$ cat config.mk
export PLATFORM = sky130hd
export DESIGN_NAME = uart_rx_flat
export DESIGN_NICKNAME = d
export VERILOG_FILES = /design/src/rtl/uart_rx_if.sv /design/src/rtl/uart_rx.sv /design/src/flat_wrapper.sv
export SDC_FILE = /design/constraint.sdc
export NUM_CORES = 1
export LEC_CHECK = 0
export ABC_AREA = 1
export CORE_MARGIN = 4
export CORE_UTILIZATION = 40
export CTS_CLUSTER_SIZE = 16
export DETAILED_ROUTE_END_ITERATION = 8
export PLACE_DENSITY_LB_ADDON = 0.08
export SYNTH_ARGS = -nofsm -noshare
export SYNTH_HDL_FRONTEND = slang
export SYNTH_SLANG_ARGS = --single-unit
$ cat constraint.sdc
create_clock -name sys_clk -period 3.1 [get_ports sys_clk]
set_input_delay 0.62 -clock sys_clk [delete_from_list [all_inputs] [get_ports sys_clk]]
set_output_delay 0.62 -clock sys_clk [all_outputs]
set_load 0.01 [all_outputs]
$ cat src/rtl/uart_rx_if.sv
// Signal bundle between a UART receiver and its consumer.
// The receiver takes the slave modport; the consumer or bench drives the line and tick through master.
interface uart_rx_if #(
  parameter int DATA_BITS = 8
);
  logic                 sample_tick;
  logic                 rx;
  logic [DATA_BITS-1:0] rx_data;
  logic                 rx_valid;
  logic                 frame_err;
  logic                 parity_err;
  logic                 busy;

  modport master (
    output sample_tick, rx,
    input  rx_data, rx_valid, frame_err, parity_err, busy
  );

  modport slave (
    input  sample_tick, rx,
    output rx_data, rx_valid, frame_err, parity_err, busy
  );
endinterface

$ cat src/rtl/uart_rx.sv
// Oversampling UART receiver: start-bit validation, LSB-first data, stop check, one-cycle valid pulse.
// Even parity is compiled in by defining UART_RX_PARITY_EN.
module uart_rx #(
  parameter int DATA_BITS  = 8,
  parameter int OVERSAMPLE = 16
) (
  input  logic      sys_clk,
  input  logic      rst,
  uart_rx_if.slave  bus
);
  localparam int TW = $clog2(OVERSAMPLE);
  localparam int BW = $clog2(DATA_BITS + 1);
  localparam logic [TW-1:0] HALF_M1  = TW'(OVERSAMPLE / 2 - 1);
  localparam logic [TW-1:0] FULL_M1  = TW'(OVERSAMPLE - 1);
  localparam logic [BW-1:0] LAST_BIT = BW'(DATA_BITS - 1);

`ifdef UART_RX_PARITY_EN
  typedef enum logic [2:0] {IDLE, START, DATA, PARITY, STOP} state_e;
`else
  typedef enum logic [2:0] {IDLE, START, DATA, STOP} state_e;
`endif

  state_e               state_q, state_d;
  logic [1:0]           sync_q, sync_d;
  logic [TW-1:0]        tick_cnt_q, tick_cnt_d;
  logic [BW-1:0]        bit_cnt_q, bit_cnt_d;
  logic [DATA_BITS-1:0] shift_q, shift_d;
  logic                 armed_q, armed_d;
  logic [DATA_BITS-1:0] rx_data_q, rx_data_d;
  logic                 rx_valid_q, rx_valid_d;
  logic                 frame_err_q, frame_err_d;
`ifdef UART_RX_PARITY_EN
  logic                 parity_bit_q, parity_bit_d;
  logic                 parity_err_q, parity_err_d;
`endif
  logic                 rx_s;

  assign rx_s = sync_q[1];

  // NOTE: every variable gets its hold/default value first, so no path through the case leaves one unassigned and infers a latch.
  always_comb begin
    state_d     = state_q;
    sync_d      = {sync_q[0], bus.rx};
    tick_cnt_d  = tick_cnt_q;
    bit_cnt_d   = bit_cnt_q;
    shift_d     = shift_q;
    armed_d     = armed_q;
    rx_data_d   = rx_data_q;
    rx_valid_d  = 1'b0;
    frame_err_d = frame_err_q;
`ifdef UART_RX_PARITY_EN
    parity_bit_d = parity_bit_q;
    parity_err_d = parity_err_q;
`endif

    case (state_q)
      IDLE: begin
        // A low line only counts as a start once it has been seen high, so a held break never re-triggers.
        if (rx_s) begin
          armed_d = 1'b1;
        end else if (armed_q) begin
          state_d    = START;
          tick_cnt_d = '0;
          armed_d    = 1'b0;
        end
      end

      START: if (bus.sample_tick) begin
        if (tick_cnt_q == HALF_M1) begin
          tick_cnt_d = '0;
          bit_cnt_d  = '0;
          state_d    = rx_s ? IDLE : DATA;
        end else begin
          tick_cnt_d = tick_cnt_q + TW'(1);
        end
      end

      DATA: if (bus.sample_tick) begin
        if (tick_cnt_q == FULL_M1) begin
          shift_d    = {rx_s, shift_q[DATA_BITS-1:1]};
          bit_cnt_d  = bit_cnt_q + BW'(1);
          tick_cnt_d = '0;
          if (bit_cnt_q == LAST_BIT) begin
`ifdef UART_RX_PARITY_EN
            state_d = PARITY;
`else
            state_d = STOP;
`endif
          end
        end else begin
          tick_cnt_d = tick_cnt_q + TW'(1);
        end
      end

`ifdef UART_RX_PARITY_EN
      PARITY: if (bus.sample_tick) begin
        if (tick_cnt_q == FULL_M1) begin
          parity_bit_d = rx_s;
          tick_cnt_d   = '0;
          state_d      = STOP;
        end else begin
          tick_cnt_d = tick_cnt_q + TW'(1);
        end
      end
`endif

      STOP: if (bus.sample_tick) begin
        if (tick_cnt_q == FULL_M1) begin
          rx_data_d   = shift_q;
          frame_err_d = ~rx_s;
          rx_valid_d  = 1'b1;
          tick_cnt_d  = '0;
          state_d     = IDLE;
`ifdef UART_RX_PARITY_EN
          parity_err_d = ^{shift_q, parity_bit_q};
`endif
        end else begin
          tick_cnt_d = tick_cnt_q + TW'(1);
        end
      end

      default: state_d = IDLE;
    endcase
  end

  // NOTE: state is updated with non-blocking assignments so every flop samples the pre-edge values computed above.
  always_ff @(posedge sys_clk) begin
    if (!rst) begin
      state_q     <= IDLE;
      sync_q      <= 2'b11;  // idle-high line: resetting to 1 avoids a false start edge
      tick_cnt_q  <= '0;
      bit_cnt_q   <= '0;
      shift_q     <= '0;
      armed_q     <= 1'b0;
      rx_data_q   <= '0;
      rx_valid_q  <= 1'b0;
      frame_err_q <= 1'b0;
`ifdef UART_RX_PARITY_EN
      parity_bit_q <= 1'b0;
      parity_err_q <= 1'b0;
`endif
    end else begin
      state_q     <= state_d;
      sync_q      <= sync_d;
      tick_cnt_q  <= tick_cnt_d;
      bit_cnt_q   <= bit_cnt_d;
      shift_q     <= shift_d;
      armed_q     <= armed_d;
      rx_data_q   <= rx_data_d;
      rx_valid_q  <= rx_valid_d;
      frame_err_q <= frame_err_d;
`ifdef UART_RX_PARITY_EN
      parity_bit_q <= parity_bit_d;
      parity_err_q <= parity_err_d;
`endif
    end
  end

  assign bus.rx_data   = rx_data_q;
  assign bus.rx_valid  = rx_valid_q;
  assign bus.frame_err = frame_err_q;
  assign bus.busy      = (state_q != IDLE);
`ifdef UART_RX_PARITY_EN
  assign bus.parity_err = parity_err_q;
`else
  assign bus.parity_err = 1'b0;
`endif
endmodule

$ cat src/flat_wrapper.sv
// flat-port wrapper written by rule: the top's interface ports become plain ports
module uart_rx_flat 
#(
  parameter int DATA_BITS  = 8,
  parameter int OVERSAMPLE = 16
)
  (sys_clk, rst, bus_sample_tick, bus_rx, bus_rx_data, bus_rx_valid, bus_frame_err, bus_parity_err, bus_busy);
  uart_rx_if #(.DATA_BITS(DATA_BITS)) bus_i ();
  input  logic sys_clk;
  input  logic rst;
  input wire logic [$bits(bus_i.sample_tick)-1:0] bus_sample_tick;
  input wire logic [$bits(bus_i.rx)-1:0] bus_rx;
  output wire logic [$bits(bus_i.rx_data)-1:0] bus_rx_data;
  output wire logic [$bits(bus_i.rx_valid)-1:0] bus_rx_valid;
  output wire logic [$bits(bus_i.frame_err)-1:0] bus_frame_err;
  output wire logic [$bits(bus_i.parity_err)-1:0] bus_parity_err;
  output wire logic [$bits(bus_i.busy)-1:0] bus_busy;
  assign bus_i.sample_tick = bus_sample_tick;
  assign bus_i.rx = bus_rx;
  assign bus_rx_data = bus_i.rx_data;
  assign bus_rx_valid = bus_i.rx_valid;
  assign bus_frame_err = bus_i.frame_err;
  assign bus_parity_err = bus_i.parity_err;
  assign bus_busy = bus_i.busy;
  uart_rx #(.DATA_BITS(DATA_BITS), .OVERSAMPLE(OVERSAMPLE)) u_core (.sys_clk(sys_clk), .rst(rst), .bus(bus_i));
endmodule
==> results of run 1 <==
-- final timing paths --
check / endpoint
min: u_core.sync_q[1]
max: bus_busy
max reg2reg: u_core.bus.rx_data[2]
min reg2reg: u_core.sync_q[1]
-- cells by family (layout without fill, tap and decap cells) --
logic type,count (synthesis),after routing,synth area share [%]
AND/OR/NAND/NOR,98,98,32.5
AO/OA/AOI/OAI,34,34,12.6
flip-flops,31,31,45.5
buffers and inverters,20,38,6.60
adder cells (fa/ha/maj),2,2,1.83
other,1,1,0.275
XOR/XNOR,1,1,0.642
-- synthesized netlist by cell type --
cell       n
a211oi_1   1
a21oi_1   11
buf_1      1
buf_4      2
buf_6      1
clkbuf_1   1
clkinv_1   2
conb_1     1
dfxtp_1   31
ha_1       2
inv_1      9
inv_2      4
nand2_1   27
nand2_2    5
nand2_4    1
nand3_1    8
nand3_2    2
nand4_1    1
nor2_1    47
nor2_2     1
nor2_4     3
nor3_1     1
o21ai_0   22
or2_2      2
xnor2_1    1
-- routing by layer --
| layer | part of all wire, % | vias up | track usage [%] |
|---|---|---|---|
| li1 | - | 630 | - |
| met1 | 42 | 530 | 15.8 |
| met2 | 50 | 34 | 25.4 |
| met3 | 5.5 | 5 | 5.27 |
| met4 | 2.0 | 0 | 6.85 |
| met5 | 0 | - | 0 |
-- area by class of cell --
class / instances / area (um^2)
clock buffers: 6 / 51.3
repair buffers: 16 / 155
flip-flops and latches: 31 / 621
fillers: 334 / 1560
clock inverters: 1 / 5.00
well taps: 44 / 55.1
multi-input cells: 136 / 654
inverters: 15 / 56.3
-- metrics by stage --
stage,setup WS (ns),hold slack (ns)
2_1_floorplan,1.79,0.393
3_3_place_gp,0.983,0.399
3_5_place_dp,0.968,0.405
4_1_cts,0.821,0.428
5_1_grt,0.752,0.461
6_report,0.847,0.421
-- state kept, by name, indices dropped and copies added, names as in the netlist --
name                  count
u_core.bus.rx_data        8
u_core.shift_q            8
u_core.bit_cnt_q          4
u_core.tick_cnt_q         4
u_core.state_q            2
u_core.sync_q             2
u_core.armed_q            1
u_core.bus.frame_err      1
u_core.bus.rx_valid       1
-- where the power goes --
group          total (mW)  leakage, nW  internal [mW]  switching, mW
clock network       0.232       0.0341          0.105          0.127
logic               0.175        0.415         0.0642          0.110
registers           0.446        0.251          0.418         0.0274
total               0.853        0.700          0.588          0.265
==> flow_summary.json, run 1 <==
{
  "synth_top_area_share_pct": 45.5,
  "place.gp.congestion": 0.794,
  "syn_nets": 193,
  "path_depth": 3,
  "ctsHoldBuffers": 0,
  "timing_hold_violations_final": 0,
  "yosys.area.top_type": "dfxtp_1",
  "grt_pass1_wl_um": 4830,
  "placement.io_buffers": 14,
  "clock_sinks": 31,
  "fin_area_mm2": 0.00160,
  "routed_wl_um": 2830,
  "htree_levels": 2,
  "holdPathStages": 1,
  "r2r_setup_slack_ns": 1.39,
  "area_delta_synth_final_pct": 17.0,
  "p_total_mw": 0.853,
  "antenna_found_initial": 0,
  "arrival_ns": 1.63,
  "final_cell_count_no_fill": 249,
  "leakage_nw": 0.700,
  "ys_ff_latch": 31,
  "clk_latency_ns": 0.32,
  "r2r_cells": 7,
  "via_count": 1199,
  "dp_cells": 242,
  "cts.path.max_buffers": 2,
  "root_buffer": "clkbuf_4",
  "first_pass_iters": 4,
  "synthCells": 187,
  "startpoint": "u_core.state_q[1]",
  "via_per_inst": 4.82,
  "drive_above_1_share_pct": 13.2,
  "routedWlPerCell_um": 11.4,
  "outcome": "completed",
  "finalCriticalPeriod_ns": 2.25,
  "post-route-util_pct": 50.7,
  "final_common_cell": "nor2_1",
  "cts_tree": "built",
  "ios": 16,
  "rows": 20,
  "clk_pin_slew_ns": 0.09,
  "finClkSkew_ns": 0.00902,
  "grt_usage_pct": 14.7,
  "crit_chain": "nor2_4, inv_2, clkdlybuf4s50_1",
  "final_nets": 211,
  "finalCritPeriodShare_pct": 72.7,
  "cp.required_ns": 2.48,
  "synth-seq-area-share_pct": 45.5,
  "coreArea_mm2": 0.00315,
  "cts_buffers": 5,
  "startpoint_type": "register",
  "crit_family": "buffers and inverters",
  "yosysWarnings": 0,
  "die_y_um": 66.4,
  "die_area_mm2": 0.00441,
  "hp-start": "u_core.sync_q[0]",
  "cp_num_buf_inv": 2,
  "grt_pass1_vias": 1121,
  "drc_errors": 0,
  "synth_area_leaders": "dfxtp_1, nor2_1, o21ai_0",
  "powerDensity_mw_per_mm2": 534,
  "max_cap_viol_count": 0,
  "yosysUniqueCellTypes": 25,
  "grt_setup_unrepaired": "no",
  "r2r-start": "u_core.tick_cnt_q[0]",
  "critPathCaptureType": "output pin",
  "cts.repair.resized": 0,
  "syn_avg_cell_area_um2": 7.30,
  "die_x_um": 66.4,
  "path_max_fanout": 8,
  "grt_remaining_overflow": 0,
  "path_class": "reg2out",
  "hpwlAfterDp_um": 2120,
  "drt_iter0_drc": 53,
  "netlist_area_mm2": 0.00137,
  "slew_violations": 0,
  "critPathMaxStageDelay_ns": 0.58,
  "hold_path.class": "reg2reg",
  "finalSetupViolCount": 0,
  "post_cts_buffers": 0,
  "ir_worst_vdd_mv": 0.267,
  "tns_ns": 0,
  "diodes": 0,
  "grt_max_degree": 23,
  "fmax_ghz": 0.444,
  "cp_slowest_cell": "dfxtp_1",
  "start_util_pct": 43.3,
  "final_cell_mix": "nor2_1, dfxtp_1, nand2_1",
  "ant_nets": 0,
  "place_area_mm2": 0.00154
}
Note: power is estimated with default switching activity, not from simulation.
==> run 2: changes to the inputs <==
Clock period 3.1 ns to 2.35 ns, I/O delays scaled along.
==> run 2 against run 1 <==
Critical path depth did not move; worst hold slack gained 0.0057 ns; register-to-register slack worse by 0.65 ns; utilization fell by 0.48 points; final area fell by 0.94%; non-clock buffer count stayed put; sequential cell count unchanged; clock power rose by 16%; critical path type unchanged.
==> flow_summary.json, run 2 (synthesis gave the netlist of run 1 again) <==
{
  "outcome": "completed",
  "grt_setup_unrepaired": "no",
  "first_pass_iters": 4,
  "grt_max_degree": 22,
  "finalCriticalPeriod_ns": 2.05,
  "path_class": "reg2out",
  "power_frac_seq_pct": 54.0,
  "coreArea_mm2": 0.00315,
  "placement.io_buffers": 14,
  "r2r-end": "u_core.bus.rx_data[0]",
  "finalSetupViolCount": 0,
  "startpoint": "u_core.state_q[1]",
  "swShare_pct": 31.7,
  "holdWs_ns": 0.427,
  "rows": 20,
  "tns_ns": 0,
  "ios": 16,
  "cp.required_ns": 1.88,
  "r2r-start": "u_core.tick_cnt_q[0]",
  "finalCritPeriodShare_pct": 87.1,
  "cts.repair.resized": 0,
  "die_y_um": 66.4,
  "final-seq-area_um2": 621,
  "die_x_um": 66.4,
  "final_cell_count_no_fill": 248,
  "multiInputGateArea_um2": 654,
  "slew_violations": 0,
  "area_delta_synth_final_pct": 15.9,
  "start_util_pct": 43.3,
  "drc_errors": 0,
  "critPathCaptureType": "output pin",
  "p_int_mw": 0.743,
  "hold_path.class": "reg2reg",
  "final_nets": 211,
  "dp_cells": 242,
  "clk_pin_slew_ns": 0.08,
  "cts_buffers": 5,
  "grt_usage_pct": 14.4,
  "clk_latency_ns": 0.32,
  "via_count": 1214,
  "root_buffer": "clkbuf_4",
  "ant_nets": 0,
  "startpoint_type": "register",
  "fmax_ghz": 0.489,
  "path_max_fanout": 8,
  "final_common_cell": "nor2_1",
  "drive_above_1_share_pct": 12.3,
  "clock_sinks": 31,
  "max_cap_viol_count": 0,
  "die_area_mm2": 0.00441,
  "r2r_cells": 6,
  "place.gp.congestion": 0.828,
  "timing_hold_violations_final": 0,
  "diodes": 0,
  "post_cts_buffers": 0,
  "grt_pass1_vias": 1173,
  "cts_tree": "built",
  "r2r_setup_slack_ns": 0.74,
  "hpwlAfterDp_um": 1960,
  "drt_iter0_drc": 128,
  "via_per_inst": 4.90,
  "routed_wl_um": 2790,
  "leakage_nw": 0.690,
  "p_sw_mw": 0.344,
  "p_total_mw": 1.09,
  "routedWlPerCell_um": 11.2,
  "powerDensity_mw_per_mm2": 687,
  "final_cell_mix": "nor2_1, dfxtp_1, nand2_1",
  "grt_remaining_overflow": 0,
  "post-route-util_pct": 50.2,
  "ir_worst_vdd_mv": 0.318,
  "arrival_ns": 1.58,
  "cts.path.max_buffers": 2,
  "endpoint": "bus_busy",
  "finClkSkew_ns": 0.0105,
  "antenna_found_initial": 0,
  "p_clk_share_pct": 24.9,
  "nFillCells": 335,
  "power_frac_comb_pct": 21.1,
  "ctsHoldBuffers": 0,
  "grt_pass1_wl_um": 4860,
  "htree_levels": 2
}
[run 2: cell count changes in the layout (fill, tap and decap cells not counted)]
cell | before | now
clkbuf_1 | 0 | 1
clkbuf_8 | 1 | 0
clkinv_2 | 1 | 0
[run 2: worst min-delay path by stage]
stage	startpoint	end	slack (ns)	cells past startpoint
after floorplan	u_core.sync_q[0]	u_core.sync_q[1]	0.39	1
after global placement	u_core.sync_q[0]	u_core.sync_q[1]	0.40	1
after detailed placement	u_core.sync_q[0]	u_core.sync_q[1]	0.42	1
after CTS	u_core.sync_q[0]	u_core.sync_q[1]	0.44	1
after global routing	u_core.sync_q[0]	u_core.sync_q[1]	0.44	1
final	u_core.sync_q[0]	u_core.sync_q[1]	0.43	1
[run 2: per-stage QoR]
step / setup slack [ns] / instance area, um^2
2_1_floorplan: 1.04 / 1370
3_3_place_gp: 0.490 / 1540
3_5_place_dp: 0.486 / 1540
4_1_cts: 0.278 / 1580
5_1_grt: 0.198 / 1580
6_report: 0.304 / 1580
[run 2: cell type report]
cell class / instances / share of cell area, %
well taps: 44 / 3.48
multi-input cells: 136 / 41.3
flip-flops and latches: 31 / 39.2
repair buffers: 16 / 9.80
inverters: 15 / 3.56
clock buffers: 6 / 2.61
[run 2: per-layer routing]
metal | share of wire (%) | wire length [um] | up-vias | GRT usage, %
met4 | 1.7 | 48 | 0 | 6.35
met3 | 5.0 | 140 | 7 | 5.44
met2 | 47 | 1310 | 40 | 24.8
met1 | 46 | 1290 | 540 | 15.7
met5 | 0 | 0 | - | 0
li1 | - | - | 627 | -
[run 2: critical path, cell delays in order (launching register included)]
cell and delay (ns):
dfxtp_1 0.55, nor2_4 0.10, inv_2 0.08, clkdlybuf4s50_1 0.53
[run 2: power groups by stage]
stage / sequential [mW] / combinational [mW] / clock (mW)
after floorplan: 0.585 / 0.196 / 0
after global placement: 0.598 / 0.227 / 0
after detailed placement: 0.599 / 0.230 / 0
after CTS: 0.587 / 0.230 / 0.284
final: 0.587 / 0.230 / 0.270
after global routing: 0.593 / 0.265 / 0.308
==> run 3: changes to the inputs <==
Settings changed: REMOVE_ABC_BUFFERS from default to 1.
==> run 3 against run 2 <==
Total power increased by 7.4%; final area up 1.7%; via count is 1.2% lower; register-to-register slack worse by 0.02 ns; utilization increased by 0.87 points; cell count is 0.81% higher; non-clock buffer count stayed put; fmax down 1.5%; sequential share of layout area decreased by 0.67 points; count of clock-buffer cells in the layout increased by 2; worst hold slack worse by 0.0035 ns; setup slack worse by 0.032 ns; critical endpoint unchanged; largest cell class unchanged.
==> flow_summary.json, run 3 (synthesis gave the netlist of run 1 again) <==
{
  "arrival_ns": 1.61,
  "r2r-end": "u_core.bus.rx_data[1]",
  "grt_setup_unrepaired": "no",
  "post_cts_buffers": 0,
  "finalSetupViolCount": 0,
  "clk_pin_slew_ns": 0.09,
  "place.gp.congestion": 0.794,
  "final_cell_count_no_fill": 250,
  "r2r_cells": 6,
  "final_common_cell": "nor2_1",
  "hold_path.class": "reg2reg",
  "fin_area_mm2": 0.00161,
  "nFillCells": 325,
  "max_cap_viol_count": 0,
  "p_clk_share_pct": 29.9,
  "finalCriticalPeriod_ns": 2.08,
  "dp_cells": 242,
  "grt_remaining_overflow": 0,
  "root_buffer": "clkbuf_4",
  "finalCritPeriodShare_pct": 88.4,
  "slew_violations": 0,
  "place_area_mm2": 0.00154,
  "cts.repair.resized": 0,
  "startpoint_type": "register",
  "powerDensity_mw_per_mm2": 725,
  "start_util_pct": 43.3,
  "die_x_um": 66.4,
  "rows": 20,
  "swShare_pct": 30.4,
  "leakage_nw": 0.704,
  "critPathCaptureType": "output pin",
  "placement.io_buffers": 14,
  "path_class": "reg2out",
  "grt_pass1_vias": 1116,
  "final_nets": 211,
  "use_met3_pct": 5.44,
  "p_sw_mw": 0.355,
  "path_max_fanout": 8,
  "htree_levels": 2,
  "grt_usage_pct": 14.8,
  "final_cell_mix": "nor2_1, dfxtp_1, nand2_1",
  "finClkSkew_ns": 0.00547,
  "cp.required_ns": 1.88,
  "p_total_mw": 1.17,
  "ios": 16,
  "p_int_mw": 0.813,
  "area_delta_synth_final_pct": 18.0,
  "r2r-start": "u_core.tick_cnt_q[0]",
  "cts_buffers": 5,
  "routedWlPerCell_um": 11.2,
  "die_area_mm2": 0.00441,
  "ant_nets": 0,
  "endpoint": "bus_busy",
  "startpoint": "u_core.state_q[1]",
  "grt_use_met2_pct": 24.4,
  "power_frac_seq_pct": 50.5,
  "clk_latency_ns": 0.32,
  "hpwlAfterDp_um": 2010,
  "r2r_setup_slack_ns": 0.72,
  "fmax_ghz": 0.481,
  "coreArea_mm2": 0.00315,
  "routed_wl_um": 2800,
  "first_pass_iters": 4,
  "diodes": 0,
  "clock_sinks": 31,
  "outcome": "completed",
  "drt_iter0_drc": 73,
  "drive_above_1_share_pct": 13.1,
  "grt_pass1_wl_um": 4960,
  "ir_worst_vdd_mv": 0.390,
  "die_y_um": 66.4,
  "grt_max_degree": 22,
  "cts_tree": "built",
  "power_frac_comb_pct": 19.6,
  "via_count": 1199,
  "timing_hold_violations_final": 0,
  "grtUsageMet1_pct": 17.3,
  "ctsHoldBuffers": 0,
  "tns_ns": 0,
  "via_per_inst": 4.80,
  "grt-busiest-layer": "met2",
  "antenna_found_initial": 0,
  "drc_errors": 0,
  "cts.path.max_buffers": 2
}
[run 3: changes by cell type in the layout (fill, tap and decap cells not counted)]
cell	previous run	this run
clkbuf_8	0	2
[run 3: worst min path at each step]
stage / start / to / slack [ns] / cells past startpoint
floorplan: u_core.sync_q[0] / u_core.sync_q[1] / 0.39 / 1
global placement: u_core.sync_q[0] / u_core.sync_q[1] / 0.40 / 1
detailed placement: u_core.sync_q[0] / u_core.sync_q[1] / 0.40 / 1
CTS: u_core.sync_q[0] / u_core.sync_q[1] / 0.43 / 1
global route: u_core.sync_q[0] / u_core.sync_q[1] / 0.43 / 1
finish: u_core.sync_q[0] / u_core.sync_q[1] / 0.42 / 1
[run 3: area by class of cell]
type	instances	area [um^2]	area share, %
clock buffers	8	68.8	4.27
inverters	15	56.3	3.50
multi-input cells	136	654	40.6
flip-flops and latches	31	621	38.5
well taps	44	55.1	3.42
repair buffers	16	155	9.63
[run 3: worst max-delay path, stage by stage, from the launching register on]
cell	delay [ns]
dfxtp_1	0.57
nor2_4	0.10
inv_2	0.09
clkdlybuf4s50_1	0.53
[run 3: per-stage QoR]
| stage | hold slack [ns] | setup WS, ns | util [%] |
|---|---|---|---|
| floorplan | 0.393 | 0.739 | - |
| global placement | 0.399 | 0.469 | 48.9 |
| detailed placement | 0.405 | 0.433 | 48.9 |
| CTS | 0.427 | 0.251 | 51.1 |
| global route | 0.434 | 0.203 | 51.1 |
| finish | 0.424 | 0.272 | 51.1 |
[run 3: metal layers]
metal  vias up  wire length (um)  part of all wire [%]
met5         -                 0                     0
li1        632                 -                     -
met2        14              1360                    49
met4         0                30                   1.1
met1       549              1300                    46
met3         4               108                   3.9
[run 3: power by group through the flow]
stage          registers (mW)  logic, mW  clock network, mW
4_1_cts                 0.589      0.232              0.365
5_1_grt                 0.595      0.260              0.392
2_1_floorplan           0.593      0.175                  0
3_5_place_dp            0.601      0.231                  0
3_3_place_gp            0.599      0.225                  0
6_report                0.590      0.229              0.348
